$ cat config.mk
export PLATFORM = sky130hd
export DESIGN_NAME = pc_sequencer
export DESIGN_NICKNAME = d
export VERILOG_FILES = /design/src/rtl/pc_pkg.sv /design/src/rtl/return_stack.sv /design/src/rtl/pc_sequencer.sv
export SDC_FILE = /design/constraint.sdc
export NUM_CORES = 1
export LEC_CHECK = 0
export BUFFER_PORTS_ARGS = -buffer_cell sky130_fd_sc_hd__clkbuf_2
export CORE_MARGIN = 2
export CORE_UTILIZATION = 40
export DETAILED_ROUTE_END_ITERATION = 7
export HOLD_SLACK_MARGIN = 0.15
export PLACE_DENSITY = 0.63
export SETUP_SLACK_MARGIN = 0.4
export SYNTH_ARGS = -nofsm -noshare
export SYNTH_HDL_FRONTEND = slang
export SYNTH_SLANG_ARGS = --single-unit
$ cat constraint.sdc
create_clock -name clk -period 4.4 [get_ports clk]
set_input_delay 0.44 -clock clk [delete_from_list [all_inputs] [get_ports clk]]
set_output_delay 0.44 -clock clk [all_outputs]
set_load 0.01 [all_outputs]
$ cat src/rtl/pc_pkg.sv
// Shared types for the PC sequencer: branch kinds, ARM condition codes and
// the condition evaluator used for B.cond.
package pc_pkg;

  typedef enum logic [2:0] {
    BR_NONE  = 3'd0,
    BR_B     = 3'd1,
    BR_CBZ   = 3'd2,
    BR_CBNZ  = 3'd3,
    BR_BCOND = 3'd4,
    BR_BL    = 3'd5,
    BR_BR    = 3'd6,
    BR_RET   = 3'd7
  } br_kind_e;

  localparam logic [3:0] COND_EQ = 4'd0;
  localparam logic [3:0] COND_NE = 4'd1;
  localparam logic [3:0] COND_CS = 4'd2;
  localparam logic [3:0] COND_CC = 4'd3;
  localparam logic [3:0] COND_MI = 4'd4;
  localparam logic [3:0] COND_PL = 4'd5;
  localparam logic [3:0] COND_VS = 4'd6;
  localparam logic [3:0] COND_VC = 4'd7;
  localparam logic [3:0] COND_HI = 4'd8;
  localparam logic [3:0] COND_LS = 4'd9;
  localparam logic [3:0] COND_GE = 4'd10;
  localparam logic [3:0] COND_LT = 4'd11;
  localparam logic [3:0] COND_GT = 4'd12;
  localparam logic [3:0] COND_LE = 4'd13;
  localparam logic [3:0] COND_AL = 4'd14;
  localparam logic [3:0] COND_NV = 4'd15;

  // NV behaves as "always" on this datapath, same as AL.
  function automatic logic cond_eval(input logic [3:0] cond, input logic n,
                                     input logic z, input logic c, input logic v);
    logic res;
    res = 1'b0;
    case (cond)
      COND_EQ: res = z;
      COND_NE: res = !z;
      COND_CS: res = c;
      COND_CC: res = !c;
      COND_MI: res = n;
      COND_PL: res = !n;
      COND_VS: res = v;
      COND_VC: res = !v;
      COND_HI: res = c & !z;
      COND_LS: res = !c | z;
      COND_GE: res = (n == v);
      COND_LT: res = (n != v);
      COND_GT: res = !z & (n == v);
      COND_LE: res = z | (n != v);
      default: res = 1'b1;
    endcase
    return res;
  endfunction

endpackage

$ cat src/rtl/return_stack.sv
// Circular return-address stack. A push onto a full stack overwrites the
// oldest entry (the slot just past the top), keeping the count saturated.
// Pop on an empty stack is ignored. Top is readable combinationally so a
// RET can redirect in the same cycle.
module return_stack #(
  parameter int BITSIZE   = 64,
  parameter int RAS_DEPTH = 4
) (
  input  logic               clk,
  input  logic               rst,
  input  logic               push,
  input  logic               pop,
  input  logic [BITSIZE-1:0] push_data,
  output logic [BITSIZE-1:0] top,
  output logic               empty,
  output logic               full
);

  localparam int PTR_W = $clog2(RAS_DEPTH);
  localparam int CNT_W = PTR_W + 1;

  logic [PTR_W-1:0]   ptr_reg, ptr_next, wr_ptr;
  logic [CNT_W-1:0]   count_reg, count_next;
  logic [BITSIZE-1:0] entries [RAS_DEPTH];

  assign wr_ptr = ptr_reg + PTR_W'(1);

  // Pointer and occupancy update; pushes win, pops on empty do nothing.
  always_comb begin
    ptr_next   = ptr_reg;
    count_next = count_reg;
    if (push) begin
      ptr_next = wr_ptr;
      if (count_reg != CNT_W'(RAS_DEPTH))
        count_next = count_reg + CNT_W'(1);
    end else if (pop && (count_reg != '0)) begin
      ptr_next   = ptr_reg - PTR_W'(1);
      count_next = count_reg - CNT_W'(1);
    end
  end

  // Pointer/count state; reset empties the stack without clearing entries.
  always_ff @(posedge clk or posedge rst) begin
    if (rst) begin
      ptr_reg   <= '0;
      count_reg <= '0;
    end else begin
      ptr_reg   <= ptr_next;
      count_reg <= count_next;
    end
  end

  genvar gi;
  generate
    for (gi = 0; gi < RAS_DEPTH; gi++) begin : g_entry
      logic [BITSIZE-1:0] entry_reg;
      // Each slot captures the pushed address when the write pointer hits it.
      always_ff @(posedge clk) begin
        if (push && (wr_ptr == PTR_W'(gi)))
          entry_reg <= push_data;
      end
      assign entries[gi] = entry_reg;
    end
  endgenerate

  assign top   = entries[ptr_reg];
  assign empty = (count_reg == '0);
  assign full  = (count_reg == CNT_W'(RAS_DEPTH));

endmodule

$ cat src/rtl/pc_sequencer.sv
// Program-counter sequencer: holds the PC, resolves the branch kind into a
// taken decision and target in the same cycle, drives the BL link address
// and keeps a return-address stack for RET prediction.
module pc_sequencer
  import pc_pkg::*;
#(
  parameter int                 BITSIZE     = 64,
  parameter logic [BITSIZE-1:0] RESET_PC    = '0,
  parameter int                 INSTR_BYTES = 4,
  parameter int                 RAS_DEPTH   = 4
) (
  input  logic               clk,
  input  logic               rst,
  input  logic               stall,
  input  logic               br_valid,
  input  logic [2:0]         br_kind,
  input  logic [BITSIZE-1:0] br_offset,
  input  logic [BITSIZE-1:0] br_target,
  input  logic               flagz,
  input  logic               flagn,
  input  logic               flagc,
  input  logic               flagv,
  input  logic [3:0]         cond,
  output logic [BITSIZE-1:0] pc,
  output logic               taken,
  output logic               link_valid,
  output logic [BITSIZE-1:0] link_addr,
  output logic               ras_empty,
  output logic               ras_full
);

  br_kind_e           kind;
  logic               cond_true;
  logic [BITSIZE-1:0] pc_reg, pc_next;
  logic [BITSIZE-1:0] seq_pc, rel_target, target;
  logic               link_valid_reg, link_valid_next;
  logic [BITSIZE-1:0] link_addr_reg, link_addr_next;
  logic               ras_push, ras_pop;
  logic [BITSIZE-1:0] ras_top;

  assign kind       = br_kind_e'(br_kind);
  assign cond_true  = cond_eval(cond, flagn, flagz, flagc, flagv);
  assign seq_pc     = pc_reg + BITSIZE'(INSTR_BYTES);
  assign rel_target = pc_reg + br_offset;

  // Taken decision and target select for the instruction at pc.
  always_comb begin
    taken  = 1'b0;
    target = rel_target;
    case (kind)
      BR_B, BR_BL: taken = br_valid;
      BR_CBZ:      taken = br_valid & flagz;
      BR_CBNZ:     taken = br_valid & !flagz;
      BR_BCOND:    taken = br_valid & cond_true;
      BR_BR: begin
        taken  = br_valid;
        target = br_target;
      end
      BR_RET: begin
        taken  = br_valid;
        target = ras_empty ? br_target : ras_top;
      end
      default: taken = 1'b0;
    endcase
  end

  // Next-state for PC, link outputs and stack requests; stall freezes all.
  always_comb begin
    ras_push        = !stall && br_valid && (kind == BR_BL);
    ras_pop         = !stall && br_valid && (kind == BR_RET) && !ras_empty;
    pc_next         = pc_reg;
    link_valid_next = 1'b0;
    link_addr_next  = link_addr_reg;
    if (!stall) begin
      pc_next = taken ? target : seq_pc;
      if (ras_push) begin
        link_valid_next = 1'b1;
        link_addr_next  = seq_pc;
      end
    end
  end

  // PC and link registers.
  always_ff @(posedge clk or posedge rst) begin
    if (rst) begin
      pc_reg         <= RESET_PC;
      link_valid_reg <= 1'b0;
      link_addr_reg  <= '0;
    end else begin
      pc_reg         <= pc_next;
      link_valid_reg <= link_valid_next;
      link_addr_reg  <= link_addr_next;
    end
  end

  return_stack #(
    .BITSIZE  (BITSIZE),
    .RAS_DEPTH(RAS_DEPTH)
  ) u_ras (
    .clk      (clk),
    .rst      (rst),
    .push     (ras_push),
    .pop      (ras_pop),
    .push_data(seq_pc),
    .top      (ras_top),
    .empty    (ras_empty),
    .full     (ras_full)
  );

  assign pc         = pc_reg;
  assign link_valid = link_valid_reg;
  assign link_addr  = link_addr_reg;

endmodule

==> results of run 1 <==
-- final timing paths --
check / cells after the start / slack, ns / to / startpoint
max in group asynchronous: 4 / 2.68 / link_addr[21] / rst
worst max-delay path: 13 / 0.56 / pc[60] / pc[0]
worst max register to register: 13 / 0.56 / pc[60] / pc[0]
worst min register to register: 2 / 0.48 / link_addr[10] / link_addr[10]
worst min-delay path: 4 / 0.26 / pc[63] / br_offset[63]
min in group asynchronous: 3 / 0.54 / link_addr[60] / rst
-- worst max-delay path, cell delays in order, from the launching register on --
cell	delay (ns)
dfrtp_1	0.46
ha_1	0.25
fa_1	0.52
a211o_1	0.34
a211o_1	0.40
a32oi_2	0.24
nand4b_1	0.12
buf_4	0.19
a21oi_2	0.23
o31ai_4	0.13
a2111o_1	0.38
a21oi_1	0.18
xor2_1	0.17
o21ai_1	0.07
-- metrics by stage --
| step | total power (uW) | instances |
|---|---|---|
| 6_report | 16000 | 2916 |
| 5_1_grt | 16800 | 2916 |
| 4_1_cts | 15900 | 2915 |
| 3_5_place_dp | 12300 | 2834 |
| 3_3_place_gp | 12300 | 2834 |
| 2_1_floorplan | 9760 | 1942 |
-- cell usage in the layout, fill, tap and decap left out, types with 46 or more instances in the layout --
| master | instances |
|---|---|
| clkbuf_2 | 273 |
| a21oi_1 | 138 |
| nand3_1 | 46 |
| dfrtp_1 | 132 |
| inv_1 | 51 |
| o21ai_0 | 105 |
| mux4_2 | 64 |
| nand2_1 | 377 |
| edfxtp_1 | 256 |
| xnor2_1 | 80 |
| nor2_1 | 109 |
| ha_1 | 68 |
-- cells by family after synthesis --
group                      after synthesis  synth area share
adders and majority gates               70            0.0422
AOI/OAI and AO/OA                      452             0.137
xor gates and xnor gates               123            0.0514
DFF                                    390             0.524
muxes                                   80            0.0761
buffers and inverters                  169            0.0311
and+or+nand+nor                        658             0.138
-- per-layer routing --
metal,GRT usage,part of all wire,up-vias
met1,0.396,0.47,8453
met3,0.0349,0.081,131
met2,0.352,0.42,820
met4,0.0813,0.031,0
met5,0,0,-
li1,-,-,7633
-- power by group through the flow --
| stage | sequential [uW] | clock (uW) | combinational, uW |
|---|---|---|---|
| final | 5570 | 3570 | 6850 |
| after global routing | 5650 | 3770 | 7420 |
| after CTS | 5560 | 3620 | 6740 |
| after detailed placement | 5630 | 0 | 6690 |
| after global placement | 5620 | 0 | 6650 |
| after floorplan | 5490 | 0 | 4270 |
-- layout make-up --
cell class	instances	area, sq um
multi-input combinational	1383	9420
sequential	390	11000
timing repair buffer	321	1780
tap	688	861
clock inverter	21	220
inverter	54	206
clock buffer	59	1170
fill	4840	27600
-- repair_timing --
item | 4_1_cts | 5_1_grt
hold buffers | 1 | 0
gates resized for setup | 0 | 2
endpoints found under the setup margin | 0 | 6
hold endpoints to repair | 27 | 0
buffers inserted | 0 | 1
==> metrics.md, run 1 <==
| Metric | Value |
|---|---|
| Layout area overhead | `17.1%` |
| Yosys warnings | `0` |
| Switching share of power | `0.412` |
| Initial Util | `0.403` |
| Fin crit share | `0.872` |
| Global route overflow | `0` |
| Core Util, Final | `0.472` |
| Vias post-DR | `17000` |
| Worst slew margin | `0.228` |
| Root Driver | `clkbuf_16` |
| P_sw | `between 6000 and 7000 uW` |
| Site Rows | `between 80 and 90` |
| Detail Route Antenna Nets | `0` |
| Clk network pwr share | `0.223` |
| Antenna Diode Count | `0` |
| Setup Viol. Count Final | `0` |
| Initial antenna violation count | `0` |
| Final TNS setup | `0 ns` |
| Max reg flops | `~260` |
| DRT Pass-1 Iters | `5` |
| Synth unique cells | `approximately 90` |
| Top-area cell type share of the netlist area | `0.365` |
| Worst Max-Slew Pin Slew | `1.16 ns` |
| Critical path endpoint category | `register` |
| Synthesized area per cell | `10.9 sq um` |
| Critical Path AT | `approximately 4.3 ns` |
| Final instance area | `0.0247 sq mm` |
| DP HPWL | `50.7 mm` |
| List of most frequent post-synthesis cells | `nand2_1 (378), edfxtp_1 (256), a21oi_1 (138)` |
| Final Hold Viols | `0` |
| Startpoint types | `register` |
| F_max | `approximately 260 MHz` |
| CTS tree | `built` |
| Post-synth ARST share | `0.344` |
| Worst IR Drop VDD | `0.300 mV` |
| H-Tree Depth | `2` |
| Number of flops mapped to enable cells by yosys | `256` |
| Worst skew pair latency | `between 0.5 and 0.6 ns` |
| Worst slack at placement | `0.368 ns` |
| Max-slew violation count | `0` |
| Drt drc | `0` |
| Area of the core | `approximately 0.052 sq mm` |
| Wire per inst | `between 20 and 25 microns` |
| Sequential area share after synthesis | `0.524` |
| IO Pins | `about 280` |
| Hold WC Path Type | `in -> reg` |
| Pwr/cell area | `648 mW/mm^2` |
| MaxCap Viol Count | `0` |
| Min Hold Slack | `around 0.26 ns` |
| Initial DRC count | `about 2100` |
| CTS Buffer Depth | `3` |
| WS Path Type | `reg -> reg` |
| Cell accounting for the most synthesized area | `edfxtp_1` |
| Post-Syn Nets | `2155` |
| GRT Total Usage | `0.251` |
| Vias in the first global route | `16200` |
| Clock transition at path regs | `roughly 0.07 ns` |
| Top post-synthesis cells by area | `edfxtp_1 (36%), dfrtp_1 (16%), mux4_2 (6.8%)` |
| Sink Count | `390` |
| CP Max Fanout | `8` |
| Status | `finished clean` |
| FF+latch count, synth | `between 300 and 400` |
| Internal Pwr Total | `~9400 uW` |
| CTS buffer count | `43` |
| RSZ-0062 raised after global routing | `true` |
| Mapped cell area | `0.0211 sq mm` |
| Combinational power share | `0.428` |
| Clk_skew | `~0.035 ns` |
| PortBufs | `about 270` |
| Die ar. | `between 0.05 and 0.06 sq mm` |
| Area after DPL | `0.0233 sq mm` |
| Die Wd | `234 microns` |
| Global placement routability congestion | `between 0.9 and 1` |
| Via/cell ratio | `5.84` |
| Die Y-Extent | `around 230 microns` |
| Final WS setup | `roughly 0.56 ns` |
| Most common cell in the netlist | `nand2_1` |
| Final nets | `roughly 2400` |
| Predominant post-synthesis flop cell | `edfxtp_1` |
| Wirelength, routed | `69.6 mm` |
| Sequential fraction of design power | `0.348` |
| Largest net degree at the start of global routing | `81` |
| Mapped Cells | `~2000` |
| Worst path required time | `4.85 ns` |
| Layout cells sized above 1 | `0.219` |
| First-pass GRT wire length | `a little over 100 mm` |
| Leakage | `0.0101 uW` |
| Tmin final | `~3.8 ns` |
(Power assumes the default switching activity.)
==> inputs of run 2 (changes only) <==
==> constraint.sdc (replaced) <==
create_clock -name clk -period 3.9 [get_ports clk]
set_input_delay 0.39 -clock clk [delete_from_list [all_inputs] [get_ports clk]]
set_output_delay 0.39 -clock clk [all_outputs]
set_load 0.01 [all_outputs]
==> metrics.md, run 2 (synthesized netlist as in run 1, its figures left out) <==
| Metric | Value |
|---|---|
| MaxCap Viol Count | `0 (unchanged)` |
| Global route overflow | `0 (unchanged)` |
| Layout cells sized above 1 | `0.246 (was 0.219)` |
| Worst Max-Slew Pin Slew | `0.977 ns (was 1.16 ns)` |
| Initial antenna violation count | `4 (was 0)` |
| Max reg flops | `256 (unchanged)` |
| Startpoint types | `register (unchanged)` |
| Leakage | `0.0104 uW (was 0.0101 uW)` |
| Global placement routability congestion | `0.970 (was 0.968)` |
| Final WS setup | `0.431 ns (was 0.565 ns)` |
| Initial Util | `0.403 (unchanged)` |
| Inst Count DP | `2867 (was 2834)` |
| Via/cell ratio | `5.79 (was 5.84)` |
| Max-slew violation count | `0 (unchanged)` |
| Final non-filler cell total | `2956 (was 2916)` |
| Area of the core | `0.0523 sq mm (unchanged)` |
| Fin crit share | `0.889 (was 0.872)` |
| Final nets | `2444 (was 2406)` |
| Critical-path cell with the highest stage delay | `fa_2 (was fa_1)` |
| Root Driver | `clkbuf_16 (unchanged)` |
| CTS buffer count | `41 (was 43)` |
| Pwr/cell area | `737 mW/mm^2 (was 648 mW/mm^2)` |
| CP most frequent cell | `a211o_1 (unchanged)` |
| Critical path endpoint category | `register (unchanged)` |
| Buf+Inv Stages, Crit Path | `1 (unchanged)` |
| Levels on crit path | `13 (unchanged)` |
| DP HPWL | `51.7 mm (was 50.7 mm)` |
| Die ar. | `0.0546 sq mm (unchanged)` |
| Wire per inst | `23.7 microns (was 23.9 microns)` |
| Hold WC Path Type | `in -> reg (unchanged)` |
| Status | `finished clean (unchanged)` |
| Worst slack at placement | `-0.0222 ns (was 0.368 ns)` |
| Vias post-DR | `17100 (was 17000)` |
| Vias in the first global route | `16200 (about the same)` |
| Tmin final | `3.47 ns (was 3.84 ns)` |
| Site Rows | `84 (unchanged)` |
| Clk_skew | `0.0304 ns (was 0.0354 ns)` |
| CTS Buffer Depth | `3 (unchanged)` |
| CP Max Fanout | `3 (was 8)` |
| CTS tree | `built (unchanged)` |
| Most frequent cells in the layout | `nand2_1 (377), clkbuf_2 (273), edfxtp_1 (256) (unchanged)` |
| Largest net degree at the start of global routing | `81 (unchanged)` |
| Layout area overhead | `19.8% (was 17.1%)` |
| IO Pins | `275 (unchanged)` |
| Min Hold Slack | `0.217 ns (was 0.255 ns)` |
| Detail Route met2 WL | `29.7 mm (was 28.9 mm)` |
| Final TNS setup | `0 ns (unchanged)` |
| Uppermost layer routed | `met4 (unchanged)` |
| RSZ-0062 raised after global routing | `true (unchanged)` |
| Final Hold Viols | `0 (unchanged)` |
| Initial DRC count | `2091 (was 2138)` |
| R2r worst-path depth | `13 (unchanged)` |
| Die Y-Extent | `234 microns (unchanged)` |
| Hold Path Depth | `4 (unchanged)` |
| WS Path Type | `reg -> reg (unchanged)` |
| Most common cell after layout, fill and taps aside | `nand2_1 (unchanged)` |
| PortBufs | `274 (unchanged)` |
| WL met1 | `31.5 mm (was 32.8 mm)` |
| Met3 WL | `6.68 mm (was 5.63 mm)` |
| Crit path largest cell delay | `0.41 ns (was 0.52 ns)` |
| GRT Total Usage | `0.252 (was 0.251)` |
| Drt drc | `0 (unchanged)` |
| DRT Pass-1 Iters | `5 (unchanged)` |
| Worst-path cell chain | `ha_2, fa_2, a211o_1, a211o_1, a32oi_2, nand4b_1, buf_6, a21oi_4, o31ai_4, a2111o_1, a21oi_2, xor2_1, o21ai_1 (was ha_1, fa_1, a211o_1, a211o_1, a32oi_2, nand4b_1, buf_4, a21oi_2, o31ai_4, a2111o_1, a21oi_1, xor2_1, o21ai_1)` |
| F_max | `288 MHz (was 261 MHz)` |
| Setup Viol. Count Final | `0 (unchanged)` |
| Top delay family on crit path | `compound AO/OA/AOI/OAI gates (unchanged)` |
| Critical Path AT | `3.92 ns (was 4.28 ns)` |
| Worst path required time | `4.35 ns (was 4.85 ns)` |
| Sink Count | `390 (unchanged)` |
| Worst slew margin | `0.349 (was 0.228)` |
| H-Tree Depth | `2 (unchanged)` |
| Detail Route Antenna Nets | `0 (unchanged)` |
| Worst IR Drop VDD | `0.338 mV (was 0.300 mV)` |
| First-pass GRT wire length | `103 mm (about the same)` |
| Clock transition at path regs | `0.07 ns (about the same)` |
| Wirelength, routed | `70.2 mm (was 69.6 mm)` |
| Worst skew pair latency | `0.58 ns (about the same)` |
| Die Wd | `234 microns (unchanged)` |
==> run 2: cell count changes in the layout (fill, tap and decap cells not counted), moves of 4 or more <==
cell       change
diode_2        +4
buf_4         +35
clkinv_1       -5
bufinv_16      +4
clkbuf_1       -6
==> run 2: repair_timing <==
item | 4_1_cts | 5_1_grt
endpoints found under the hold margin | 134 | 0
resized for setup | 10 | 30
hold buffers | 1 | 0
buffers inserted | 3 | 5
endpoints found under the setup margin | 27 | 29
pin swaps | 5 | 13
==> run 2: report_power, final <==
group / leakage (uW) / total [uW] / switching, uW / internal, uW
Combinational: 0.00575 / 8300 / 5030 / 3270
Sequential: 0.00397 / 6120 / 777 / 5340
Clock: 0.000709 / 4210 / 1740 / 2470
==> run 2: worst reg2reg max path: stages (launching register included) <==
cell and delay (ns):
dfrtp_1 0.38, ha_2 0.19, fa_2 0.41, a211o_1 0.33, a211o_1 0.37, a32oi_2 0.23
nand4b_1 0.15, buf_6 0.16, a21oi_4 0.20, o31ai_4 0.12, a2111o_1 0.41, a21oi_2 0.15
xor2_1 0.17, o21ai_1 0.07
==> run 2: area by class of cell <==
type / count / area [sq um]
Inverter: 54 / 206
Sequential cell: 390 / 11000
Clock buffer: 53 / 1120
Multi-Input combinational cell: 1383 / 9570
Tap cell: 688 / 861
Timing Repair Buffer: 361 / 2120
Fill cell: 4818 / 27100
Clock inverter: 23 / 337
Antenna cell: 4 / 10.0
==> run 2: worst paths after layout <==
path | startpoint | endpoint | slack (ns)
max in group asynchronous | rst | pc[30] | 2.94
worst max register to register | pc[0] | pc[60] | 0.43
worst max-delay path | pc[0] | pc[60] | 0.43
worst min-delay path | br_offset[63] | pc[63] | 0.22
min in group asynchronous | rst | link_addr[51] | 0.46
worst min register to register | link_addr[6] | link_addr[6] | 0.48
==> run 2: through the flow <==
step | total power [uW] | util | instance area (sq um)
2_1_floorplan | 11000 | - | 21100
3_3_place_gp | 14100 | 0.450 | 23600
3_5_place_dp | 14100 | 0.450 | 23600
4_1_cts | 18500 | 0.480 | 25100
5_1_grt | 19600 | 0.483 | 25300
6_report | 18600 | 0.483 | 25300
==> run 2: metal layers <==
layer,up-vias,track usage
met5,-,0
li1,7709,-
met3,124,0.0382
met4,0,0.0898
met2,841,0.355
met1,8433,0.390
==> inputs of run 3 (changes only) <==
--- a/config.mk
+++ b/config.mk
@@ -6,11 +6,12 @@
 export NUM_CORES = 1
 export LEC_CHECK = 0
 export BUFFER_PORTS_ARGS = -buffer_cell sky130_fd_sc_hd__clkbuf_2
+export CORE_ASPECT_RATIO = 0.5
 export CORE_MARGIN = 2
 export CORE_UTILIZATION = 40
 export DETAILED_ROUTE_END_ITERATION = 7
 export HOLD_SLACK_MARGIN = 0.15
-export PLACE_DENSITY = 0.63
+export PLACE_DENSITY = 0.65
 export SETUP_SLACK_MARGIN = 0.4
 export SYNTH_ARGS = -nofsm -noshare
 export SYNTH_HDL_FRONTEND = slang
==> constraint.sdc (replaced) <==
create_clock -name clk -period 2.86 [get_ports clk]
set_input_delay 0.286 -clock clk [delete_from_list [all_inputs] [get_ports clk]]
set_output_delay 0.286 -clock clk [all_outputs]
set_load 0.01 [all_outputs]
==> metrics.md, run 3 (synthesized netlist as in run 1, its figures left out) <==
| Metric | Value |
|---|---|
| Status | `finished with violations (was finished clean)` |
| Failing checks | `setup timing` |
| MaxCap Viol Count | `0 (unchanged)` |
| Final nets | `2747 (was 2444)` |
| Most frequent cells in the layout | `nand2_1 (348), buf_4 (283), clkbuf_2 (273) (was nand2_1 (377), clkbuf_2 (273), edfxtp_1 (256))` |
| H-Tree Depth | `2 (unchanged)` |
| Antenna Diode Count | `0 (was 4)` |
| Tmin final | `3.51 ns (was 3.47 ns)` |
| Via/cell ratio | `5.59 (was 5.79)` |
| First-pass GRT wire length | `110 mm (was 103 mm)` |
| Die ar. | `0.0547 sq mm (was 0.0546 sq mm)` |
| Layout cells sized above 1 | `0.412 (was 0.246)` |
| Drt drc | `0 (unchanged)` |
| Pwr/cell area | `968 mW/mm^2 (was 737 mW/mm^2)` |
| Area of the core | `0.0520 sq mm (was 0.0523 sq mm)` |
| Startpoint types | `register (unchanged)` |
| DP HPWL | `52.8 mm (was 51.7 mm)` |
| Worst skew pair latency | `0.55 ns (was 0.58 ns)` |
| Initial DRC count | `1310 (was 2091)` |
| Critical Path AT | `3.95 ns (was 3.92 ns)` |
| Worst IR Drop VDD | `0.420 mV (was 0.338 mV)` |
| Root Driver | `clkbuf_16 (unchanged)` |
| Grt met3 use | `0.0333 (was 0.0382)` |
| F_max | `285 MHz (was 288 MHz)` |
| Final Hold Viols | `0 (unchanged)` |
| Most common cell after layout, fill and taps aside | `nand2_1 (unchanged)` |
| Die Wd | `329 microns (was 234 microns)` |
| Vias in the first global route | `18100 (was 16200)` |
| Worst path required time | `3.30 ns (was 4.35 ns)` |
| CTS Buffer Depth | `3 (unchanged)` |
| Wire per inst | `22.9 microns (was 23.7 microns)` |
| PortBufs | `274 (unchanged)` |
| Max reg flops | `256 (unchanged)` |
| Hold WC Path Type | `in -> reg (unchanged)` |
| Initial antenna violation count | `0 (was 4)` |
| Vias post-DR | `18300 (was 17100)` |
| Sink Count | `390 (unchanged)` |
| Register area | `0.0111 sq mm (was 0.0110 sq mm)` |
| Multi-input combinational cell area | `0.0111 sq mm (was 0.00957 sq mm)` |
| GR peak layer | `met2 (was met1)` |
| Leakage | `0.0124 uW (was 0.0104 uW)` |
| Global placement routability congestion | `0.946 (was 0.970)` |
| Die Y-Extent | `166 microns (was 234 microns)` |
| Initial Util | `0.405 (was 0.403)` |
| Fin crit share | `1.23 (was 0.889)` |
| Largest net degree at the start of global routing | `135 (was 81)` |
| Final WS setup | `-0.645 ns (was 0.431 ns)` |
| # fillers | `4394 (was 4818)` |
| Worst Max-Slew Pin Slew | `1.00 ns (was 0.977 ns)` |
| GRT Total Usage | `0.264 (was 0.252)` |
| WS Path Type | `reg -> reg (unchanged)` |
| Critical path endpoint category | `register (unchanged)` |
| DRT Pass-1 Iters | `5 (unchanged)` |
| CTS buffer count | `38 (was 41)` |
| Clock transition at path regs | `0.07 ns (about the same)` |
| Setup Viol. Count Final | `71 (was 0)` |
| Detail Route Antenna Nets | `0 (unchanged)` |
| GRT met1 Usage | `0.322 (was 0.390)` |
| Global route overflow | `0 (unchanged)` |
| Worst slew margin | `0.331 (was 0.349)` |
| Max-slew violation count | `0 (unchanged)` |
| Min Hold Slack | `0.176 ns (was 0.217 ns)` |
| RSZ-0062 raised after global routing | `true (unchanged)` |
| Layout area overhead | `39.5% (was 19.8%)` |
| Final TNS setup | `-13.90 ns (was 0 ns)` |
| Wirelength, routed | `74.7 mm (was 70.2 mm)` |
| CTS tree | `built (unchanged)` |
| CP Max Fanout | `5 (was 3)` |
| Met2 GRT Util | `0.469 (was 0.355)` |
| Clk_skew | `0.0154 ns (was 0.0304 ns)` |
| Site Rows | `59 (was 84)` |
| IO Pins | `275 (unchanged)` |
[run 3: cell types whose count changed in the layout (fill, tap and decap cells not counted), sizes merged, moves of 4 or more]
cell and delta:
diode -4, buf +305, inv -5, clkinv -4, clkbuf +5, bufinv -5
[run 3: worst paths after layout]
path / depth (start not counted) / start / slack [ns] / end
setup / recovery: 15 / pc[0] / -0.65 / pc[36]
hold / removal: 5 / br_target[0] / 0.18 / pc[0]
setup reg to reg: 15 / pc[0] / -0.65 / pc[36]
hold reg to reg: 2 / link_addr[34] / 0.47 / link_addr[34]
max in group asynchronous: 4 / rst / 1.61 / u_ras.ptr_reg[0]
min in group asynchronous: 4 / rst / 0.51 / link_addr[4]
[run 3: through the flow]
| stage | total power, uW | instances | worst slack [ns] | utilization | instance area (sq um) |
|---|---|---|---|---|---|
| detailed placement | 21200 | 3112 | -0.717 | 0.495 | 25800 |
| floorplan | 15400 | 1942 | -0.292 | - | 21500 |
| global route | 29900 | 3264 | -0.755 | 0.565 | 29400 |
| global placement | 21000 | 3112 | -0.682 | 0.495 | 25800 |
| finish | 28500 | 3264 | -0.645 | 0.565 | 29400 |
| CTS | 27300 | 3219 | -0.586 | 0.541 | 28100 |
[run 3: worst max-delay path: stages (launching register included)]
cell and delay (ns):
dfrtp_1 0.39, ha_2 0.19, fa_2 0.38, a211o_1 0.31
a211o_1 0.33, buf_4 0.16, buf_6 0.11, nand4_1 0.08
nand3_2 0.12, a221oi_4 0.39, o41ai_4 0.19, buf_4 0.19
a21boi_2 0.13, xnor2_1 0.13, a21oi_1 0.09, o31ai_1 0.21
[run 3: final cells by class]
| class | instances | area share |
|---|---|---|
| Clock buffer | 57 | 0.0372 |
| Clock inverter | 12 | 0.00404 |
| Inverter | 54 | 0.00766 |
| Multi-Input combinational cell | 1383 | 0.378 |
| Sequential cell | 390 | 0.376 |
| Tap cell | 701 | 0.0298 |
| Timing Repair Buffer | 667 | 0.167 |
[run 3: repair_timing]
item                       CTS  global route
pin swaps                   81           119
setup endpoints to repair  206           262
resized for setup          179           204
hold endpoints to repair   134             0
hold buffers                 1             0
setup buffers               37            45
[run 3: power by group]
group / switching, uW / internal [uW] / leakage, uW
logic: 8240 / 7170 / 0.00787
clock network: 2260 / 2760 / 0.000575
registers: 740 / 7300 / 0.00396
[run 3: per-layer routing]
| layer | routed length, microns | part of all wire |
|---|---|---|
| met3 | 3340 | 0.045 |
| met4 | 3860 | 0.052 |
| met5 | 0 | 0 |
| met1 | 29100 | 0.39 |
| met2 | 38400 | 0.51 |
